### src/rtl/operand_loader_pkg.sv
// Shared parameters and types for the operand loader and its operand banks.
package operand_loader_pkg;

   localparam int N      = 4;
   localparam int LOG_N  = $clog2(N);
   localparam int DATA_W = 16;

   // Index of the last diagonal beat of a stream.
   localparam int LAST_T = 2 * N - 2;

   typedef logic [DATA_W-1:0]        data_t;
   typedef logic [N-1:0][DATA_W-1:0] row_t;

   typedef enum logic [1:0] {
      S_LOAD_A,
      S_LOAD_B,
      S_FULL,
      S_STREAM
   } loader_state_t;

endpackage

### src/rtl/operand_loader_bank.sv
// operand_bank: N x N operand storage with a row write port and a combinational
// skewed-diagonal read. COL_MAJOR=0 gives A-style lanes (lane i reads
// row i, column t-i); COL_MAJOR=1 gives B-style lanes (lane j reads row t-j,
// column j). Lanes whose index falls outside 0..N-1 read as zero.
module operand_bank
   import operand_loader_pkg::*;
#(
   parameter bit COL_MAJOR = 1'b0
) (
   input  logic             clk_i,
   input  logic             we,
   input  logic [LOG_N-1:0] row_idx,
   input  row_t             row_data,
   input  logic [LOG_N:0]   t,
   output row_t             diag
);

   localparam logic signed [LOG_N+1:0] ZERO_S = '0;
   localparam logic signed [LOG_N+1:0] N_S    = (LOG_N+2)'(N);

   data_t mem_reg [N][N];

   // Capture a whole row on a write strobe; contents are never reset.
   always_ff @(posedge clk_i) begin
      if (we) begin
         for (int j = 0; j < N; j++) begin
            mem_reg[row_idx][j] <= row_data[j];
         end
      end
   end

   for (genvar gi = 0; gi < N; gi++) begin : g_lane
      logic signed [LOG_N+1:0] diff;
      logic [LOG_N-1:0]        idx;
      logic                    in_range;

      // One extra sign bit keeps t-gi from aliasing into a valid index.
      assign diff     = $signed({1'b0, t}) - $signed((LOG_N+2)'(gi));
      assign in_range = (diff >= ZERO_S) && (diff < N_S);
      assign idx      = diff[LOG_N-1:0];

      if (COL_MAJOR) begin : g_col
         assign diag[gi] = in_range ? mem_reg[idx][gi] : '0;
      end else begin : g_row
         assign diag[gi] = in_range ? mem_reg[gi][idx] : '0;
      end
   end

endmodule

### src/rtl/operand_loader.sv
// operand_loader: buffers one A and one B operand (row by row over valid/ready),
// raises load_ready_o when both are held, and on start_i streams 2N-1 skewed
// diagonal beats into the PE array edges before returning to loading.
// Optional macro OPERAND_LOADER_STATS_EN enables a saturating count of
// completed streams on stream_count_o; otherwise that port is tied to zero.
module operand_loader
   import operand_loader_pkg::*;
(
   input  logic        clk_i,
   input  logic        rst_i,
   input  logic        in_valid_i,
   output logic        in_ready_o,
   input  row_t        in_row_i,
   output logic        load_ready_o,
   input  logic        start_i,
   output logic        feed_valid_o,
   output row_t        a_feed_o,
   output row_t        b_feed_o,
   output logic        done_o,
   output logic [15:0] stream_count_o
);

   loader_state_t    state_reg, state_next;
   logic [LOG_N-1:0] row_cnt_reg, row_cnt_next;
   logic [LOG_N:0]   t_reg, t_next;

   logic in_ready_reg, in_ready_next;
   logic load_ready_reg, load_ready_next;
   logic feed_valid_reg, feed_valid_next;
   logic done_reg, done_next;
   row_t a_feed_reg, a_feed_next;
   row_t b_feed_reg, b_feed_next;

   row_t a_diag, b_diag;
   logic xfer, we_a, we_b;

   // in_ready_reg mirrors the current state, so no path from in_valid_i exists.
   assign xfer = in_valid_i && in_ready_reg;
   assign we_a = xfer && (state_reg == S_LOAD_A);
   assign we_b = xfer && (state_reg == S_LOAD_B);

   // Banks are read with the next beat index so the registered feeds line up.
   operand_bank #(.COL_MAJOR(1'b0)) u_bank_a (
      .clk_i    (clk_i),
      .we       (we_a),
      .row_idx  (row_cnt_reg),
      .row_data (in_row_i),
      .t        (t_next),
      .diag     (a_diag)
   );

   operand_bank #(.COL_MAJOR(1'b1)) u_bank_b (
      .clk_i    (clk_i),
      .we       (we_b),
      .row_idx  (row_cnt_reg),
      .row_data (in_row_i),
      .t        (t_next),
      .diag     (b_diag)
   );

   // State, counters and registered outputs.
   always_ff @(posedge clk_i) begin
      if (rst_i) begin
         state_reg      <= S_LOAD_A;
         row_cnt_reg    <= '0;
         t_reg          <= '0;
         in_ready_reg   <= 1'b1;
         load_ready_reg <= 1'b0;
         feed_valid_reg <= 1'b0;
         done_reg       <= 1'b0;
         a_feed_reg     <= '0;
         b_feed_reg     <= '0;
      end else begin
         state_reg      <= state_next;
         row_cnt_reg    <= row_cnt_next;
         t_reg          <= t_next;
         in_ready_reg   <= in_ready_next;
         load_ready_reg <= load_ready_next;
         feed_valid_reg <= feed_valid_next;
         done_reg       <= done_next;
         a_feed_reg     <= a_feed_next;
         b_feed_reg     <= b_feed_next;
      end
   end

   // Next-state logic: row counting while loading, beat counting while streaming.
   always_comb begin
      state_next   = state_reg;
      row_cnt_next = row_cnt_reg;
      t_next       = t_reg;
      case (state_reg)
         S_LOAD_A: begin
            if (xfer) begin
               row_cnt_next = row_cnt_reg + 1'b1;
               if (row_cnt_reg == LOG_N'(N - 1)) begin
                  state_next = S_LOAD_B;
               end
            end
         end
         S_LOAD_B: begin
            if (xfer) begin
               row_cnt_next = row_cnt_reg + 1'b1;
               if (row_cnt_reg == LOG_N'(N - 1)) begin
                  state_next = S_FULL;
               end
            end
         end
         S_FULL: begin
            if (start_i) begin
               state_next = S_STREAM;
               t_next     = '0;
            end
         end
         S_STREAM: begin
            if (t_reg == (LOG_N+1)'(LAST_T)) begin
               state_next = S_LOAD_A;
               t_next     = '0;
            end else begin
               t_next = t_reg + 1'b1;
            end
         end
         default: begin
            state_next = S_LOAD_A;
         end
      endcase
   end

   // Output decode from the upcoming state; feeds are zero outside streaming.
   always_comb begin
      in_ready_next   = (state_next == S_LOAD_A) || (state_next == S_LOAD_B);
      load_ready_next = (state_next == S_FULL);
      feed_valid_next = (state_next == S_STREAM);
      done_next       = (state_next == S_STREAM) && (t_next == (LOG_N+1)'(LAST_T));
      a_feed_next     = '0;
      b_feed_next     = '0;
      if (state_next == S_STREAM) begin
         a_feed_next = a_diag;
         b_feed_next = b_diag;
      end
   end

   assign in_ready_o   = in_ready_reg;
   assign load_ready_o = load_ready_reg;
   assign feed_valid_o = feed_valid_reg;
   assign done_o       = done_reg;
   assign a_feed_o     = a_feed_reg;
   assign b_feed_o     = b_feed_reg;

`ifdef OPERAND_LOADER_STATS_EN
   logic [15:0] stream_count_reg;

   // Saturating count of completed streams, bumped once per done pulse.
   always_ff @(posedge clk_i) begin
      if (rst_i) begin
         stream_count_reg <= '0;
      end else if (done_reg && (stream_count_reg != 16'hFFFF)) begin
         stream_count_reg <= stream_count_reg + 16'd1;
      end
   end

   assign stream_count_o = stream_count_reg;
`else
   assign stream_count_o = '0;
`endif

endmodule

### config.mk
export PLATFORM = sky130hd
export DESIGN_NAME = operand_loader
export DESIGN_NICKNAME = d
export VERILOG_FILES = /design/src/rtl/operand_loader_pkg.sv /design/src/rtl/operand_loader_bank.sv /design/src/rtl/operand_loader.sv
export SDC_FILE = /design/constraint.sdc
export NUM_CORES = 1
export LEC_CHECK = 0
export BUFFER_PORTS_ARGS = -buffer_cell sky130_fd_sc_hd__buf_4
export CORE_MARGIN = 2
export CORE_UTILIZATION = 29
export CTS_CLUSTER_SIZE = 8
export DETAILED_ROUTE_END_ITERATION = 8
export PLACE_DENSITY_LB_ADDON = 0.1
export SLEW_MARGIN = 10
export SYNTH_ARGS = -nofsm -noshare
export SYNTH_HDL_FRONTEND = slang
export SYNTH_SLANG_ARGS = --single-unit
### constraint.sdc
create_clock -name clk_i -period 11.4 [get_ports clk_i]
set_input_delay 0 -clock clk_i [delete_from_list [all_inputs] [get_ports clk_i]]
set_output_delay 0 -clock clk_i [all_outputs]
set_load 0.005 [all_outputs]
# Word-level counts from Yosys, hierarchy flattened
# Memory sizes are Yosys's and may differ from the RTL's. A register that Yosys moved wholly into a read port is not among the register bits.
# Index checks and enable logic that the tools add are counted.
# Widths: inputs -> output; s select.
# word_totals
output_inout_bits	148
mem_count	2
ramBits	512
wordCells	91
reg_bits	75
input_bits	68
# mem_list
memory	depth	word_bits	rd	rd_ports_with_merged_regs	wr	line	rtl
u_bank_a.mem_reg	4	64	4	0	1	operand_loader_bank.sv:21	data_t mem_reg [N][N];
u_bank_b.mem_reg	4	64	4	4	1	operand_loader_bank.sv:21	
# op_classes
bitwise_logic	9
n_reduce_logical	17
addsub	5
eq_ne	9
mux	26
n_lt_le_gt_ge	12
# op_table
op	count
$bmux 16 s2	4
$mux 16	8
$ge 3x3->1 const B	4
$ge 4x1->1 const B	3
$lt 4x4->1 const B	3
$mux 2	6
$not 2->3	4
$reduce_or 3->1	4
$eq 2x2->1 const B	5
$logic_and 1x1->1	8
$pmux 2 s4	1
$sub 3x2->4 const B	2
$eq 3x3->1 const B	2
$mux 3	2
$pmux 3 s2	1
$not 1->1	5
$eq 2x1->1 const B	2
$logic_not 2->1	2
$mux 1	4
$sub 3x1->4 const B	1
$add 3x1->3 const B	1
$ge 3x1->1 const B	1
$lt 3x3->1 const B	1
$add 2x1->2 const B	1
3 further kinds	3

# Depth between registers and ports, before layout
# depth
depth_word	8
ltp_mapped	12
ltp_nobuf	8

# Cells and area by module
# Synthesis repeated with hierarchy kept, for this count alone.
# unflattened
cells_unflattened	1186
area_unflattened_um2	23772.8
# by_module_without_submodules
module	cells_per_inst	area_per_inst_um2	instances	seq_area_each_um2
operand_bank (u_bank_a)	422	9854.5	1	7687.4
operand_bank (u_bank_b)	422	9850.7	1	7687.4
operand_loader	342	4067.7	1	2782.7

# Worst setup path after synthesis
# Ideal clock, no wire load.
# synth_timing
path_kind	register -> register
from	register row_cnt_reg[0]
to	memory u_bank_a.mem_reg[3][0] (netlist bit), enable pin
t_required_ps	10835
period_less_slack_ps	5589
path_stages_with_launch	4
setup_ps	565
setup_slack_ps	5811
t_arrival_ps	5024
n_path_buf	0
path_cell_list	dfxtp_1 > ha_1 > nand3_1 > nor3_1
# synth_rtl
element	line	rtl
start: declaration	operand_loader.sv:24	logic [LOG_N-1:0] row_cnt_reg, row_cnt_next;
start signal: assignment	operand_loader.sv:75	row_cnt_reg <= row_cnt_next;
end: declaration	operand_loader_bank.sv:21	
# Straight into the memory's write port.

# Worst setup path after layout
# layout_timing
from	register state_reg[0]
to	register a_feed_reg, in the netlist a_feed_o[63]
# layout_via
elab_chain_cells	7
word_cells_on_any_way	24
classes_between	add/sub: 1; order compare: 2; eq/ne: 4; mux: 11; bitwise: 3; reduce/logical: 3
# layout_lines
element	line	rtl
start: declaration	operand_loader.sv:23	loader_state_t state_reg, state_next;
start signal: assignment	operand_loader.sv:74	state_reg <= state_next;
$eq 2x2->1	operand_loader.sv:91	case (state_reg)
$pmux 3 s2	operand_loader.sv:91	
$sub 3x2->4	operand_loader_bank.sv:38	assign diff = $signed({1'b0, t}) - $signed((LOG_N+2)'(gi));
$ge 4x1->1, or another cell as far along	operand_loader_bank.sv:39	assign in_range = (diff >= ZERO_S) && (diff < N_S);
$logic_and 1x1->1 / $bmux 16 s2 (equally long branches)	operand_loader_bank.sv:39, operand_loader_bank.sv:45	
$not 1->1 (no source line) / $mux 16 (equally long branches)	--	
$reduce_or 3->1 (no source line) / $mux 16 (equally long branches)	--	
end signal: assignment	operand_loader.sv:81	a_feed_reg <= a_feed_next;
end: declaration	operand_loader.sv:31	row_t a_feed_reg, a_feed_next;
# Parallel ways exist; a longest one is shown, timed or not. The select of a mux whose other input is x is not followed.
# A chain may end at the register's enable or synchronous reset.

==> metrics.md <==
| Metric | Value |
|---|---|
| Status | finished clean |
| Kind of critical path | flip-flop to flip-flop |
| Antenna violations before repair | 3 |
| Crit Path Max Fanout | 85 |
| Synth cell count leaders | edfxtp_1, dfxtp_1, mux4_2 |
| Clock transition at path regs | 0.05 ns |
| Slew headroom | between 20% and 30% |
| Global-route wire length before repair | about 84000 um |
| Initial DRC count | 631 |
| Area share of the largest cell type after synthesis | 67.7% |
| Cell Rows | between 100 and 150 |
| Worst Hold Class | primary input to flip-flop |
| Crit path time final | 4.38 ns |
| IO Count | around 220 |
| Post-place setup slack | slightly below 7 ns |
| Chip Width | 284 um |
| Post-DP Area | 25400 um^2 |
| Via count | approximately 11k |
| Antenna-violating nets left | 0 |
| Setup violations, final | 0 |
| CP endpoint kind | flip-flop |
| Drt via density | 4.37 |
| Final worst setup slack | about 7.0 ns |
| Nets | between 1k and 1.5k |
| Pwr Total | about 5.3 mW |
| Fin. Hold Viols | 0 |
| TritonCTS clock tree | yes |
| Worst Path Required | 11.89 ns |
| Ranking of synthesized cells by area | edfxtp_1, mux4_2, dfxtp_1 |
| RSZ-0062 raised after global routing | no |
| Drt drc | 0 |
| CTS sink cnt | 651 |
| Critical Path AT | 4.87 ns |
| DP HPWL | about 32000 um |
| Design area | 28800 um^2 |
| Synth warn | 0 |
| CTS max path bufs | 3 |
| Yosys cell types | 38 |
| P&R area growth vs syn | 26.7% |
| Post-synth EDFFs | 512 |
| Largest net degree at the start of global routing | between 80 and 90 |
| Pre-antenna DRT Iters | 5 |
| Pins over their slew limit | 0 |
| Antenna diodes | 0 |
| Max_cap viols | 0 |
| Leak | 9.90 nW |
| Final WL | 57600 um |
| Number of global-route vias before repair | 11.6k |
| CP Launch Type | flip-flop |
| IO buf count | 199 |
| Most used DFF post-synth | edfxtp_1 |
| Post-CTS resize count | 0 |
| CTS root buf | clkbuf_16 |
| TritonCTS Buffers | between 90 and 100 |
| Starting Density | 29.3% |
| Share of layout cells above drive strength 1 | 31.9% |
| Setup TNS | 0 ns |
| DIE AREA | 80600 um^2 |
| Syn_area_per_cell | ~22 um^2 |
| Later-pin clock latency in the skew report | between 0.6 and 0.7 ns |
| Synth Register Bits | 651 |
| Placed Cells | between 2k and 2.5k |
| F_max | roughly 230 MHz |
| Yosys top cell by area | edfxtp_1 |
| Wirelength per Cell | 23.2 um |
| Tcrit/Tclk final | 38.4% |
| Clock skew | 0.0202 ns |
| Global route overflow | 0 |
| Cell area after synthesis | 22700 um^2 |
| Tightest Pin Transition | roughly 1.1 ns |
| Fraction of registers with async set/reset | 0% |
| H-Tree Level Count | 3 |
| Post-Syn Instances | 1034 |
| Die height | 284 um |
| Worst VDD drop | 112 uV |
| PD cells | 183 nW/um^2 |
| Fin cells | 2482 |
| Gp weighted congestion | 0.715 |
| Most common cell in the netlist | edfxtp_1 |
| Post-synthesis sequential area ratio | 79.9% |
| Core Box Area | 77500 um^2 |
| Tot GR Track Use | 14.4% |
power breakdown:
part           internal (mW)  switching [mW]  total, mW
Combinational         0.0482          0.0715      0.120
Clock                   1.54           0.985       2.53
Sequential              2.61         0.00923       2.62
Total                   4.20            1.07       5.27
layer usage:
metal,vias up,global-route usage (%),wire length [um]
li1,4744,-,-
met1,5775,19.8,26600
met2,250,23.1,27500
met3,87,2.96,2280
met4,0,4.01,1260
met5,-,0,0
layout make-up:
type	count	area, um^2
fill	7217	48700
sequential	651	18200
multi-input combinational	332	4300
clock buffer	165	2630
timing repair buffer	283	2300
tap	1040	1300
clock inverter	5	57.6
inverter	6	22.5
cell usage in the layout, fill, tap and decap left out, types with 2 or more instances in the layout:
cell type,netlist,layout
a32oi_1,3,3
and2_1,72,68
and2_4,0,3
and3_4,0,4
and4b_1,2,2
buf_4,26,215
clkbuf_1,21,70
clkbuf_16,0,94
conb_1,1,16
dfxtp_1,139,139
dlygate4sd3_1,0,67
edfxtp_1,512,512
ha_1,9,7
ha_2,0,2
inv_1,6,6
inv_6,0,2
mux4_2,128,128
nand2_1,2,2
nand2b_1,2,2
nor2_1,6,6
nor2b_1,67,67
o21ai_1,3,2
logic make-up after synthesis:
family,share of synthesized area (%)
compound gates,0.578
flops,79.9
simple gates,4.49
buf+inv,1.70
fa+ha+maj,0.496
other cells,0.0165
xor+xnor,0.0386
mux,12.7
final timing paths:
kind / cells past startpoint / from / slack, ns / end
max: 8 / state_reg[0]$_SDFF_PP0_ / 7.02 / a_feed_o[63]$_SDFF_PP0_
min: 2 / in_row_i[7] / 0.17 / u_bank_b.mem_reg[0][55]$_DFFE_PP_
max reg2reg: 8 / state_reg[0]$_SDFF_PP0_ / 7.02 / a_feed_o[63]$_SDFF_PP0_
min reg2reg: 2 / row_cnt_reg[1]$_SDFFE_PP0P_ / 0.56 / row_cnt_reg[1]$_SDFFE_PP0P_
critical path, stage by stage, from the launching register on:
cell and delay [ns]:
dfxtp_1 0.58, o21ai_1 0.26, a32oi_4 0.27, buf_12 0.52, buf_4 0.91, ha_2 0.33
buf_4 0.53, mux4_2 0.40, nor2b_1 0.14
through the flow:
step | utilization, % | hold slack [ns]
finish | 37.1 | 0.169
global route | 37.1 | 0.148
CTS | 37.1 | 0.116
detailed placement | 32.8 | 0.254
global placement | 32.8 | 0.256
floorplan | - | 0.0989
repair_timing:
action,CTS,global route
buffers inserted,0,0
hold buffers,67,0
hold endpoints to repair,532,0
endpoints found under the setup margin,0,0
(Power assumes the default switching activity.)
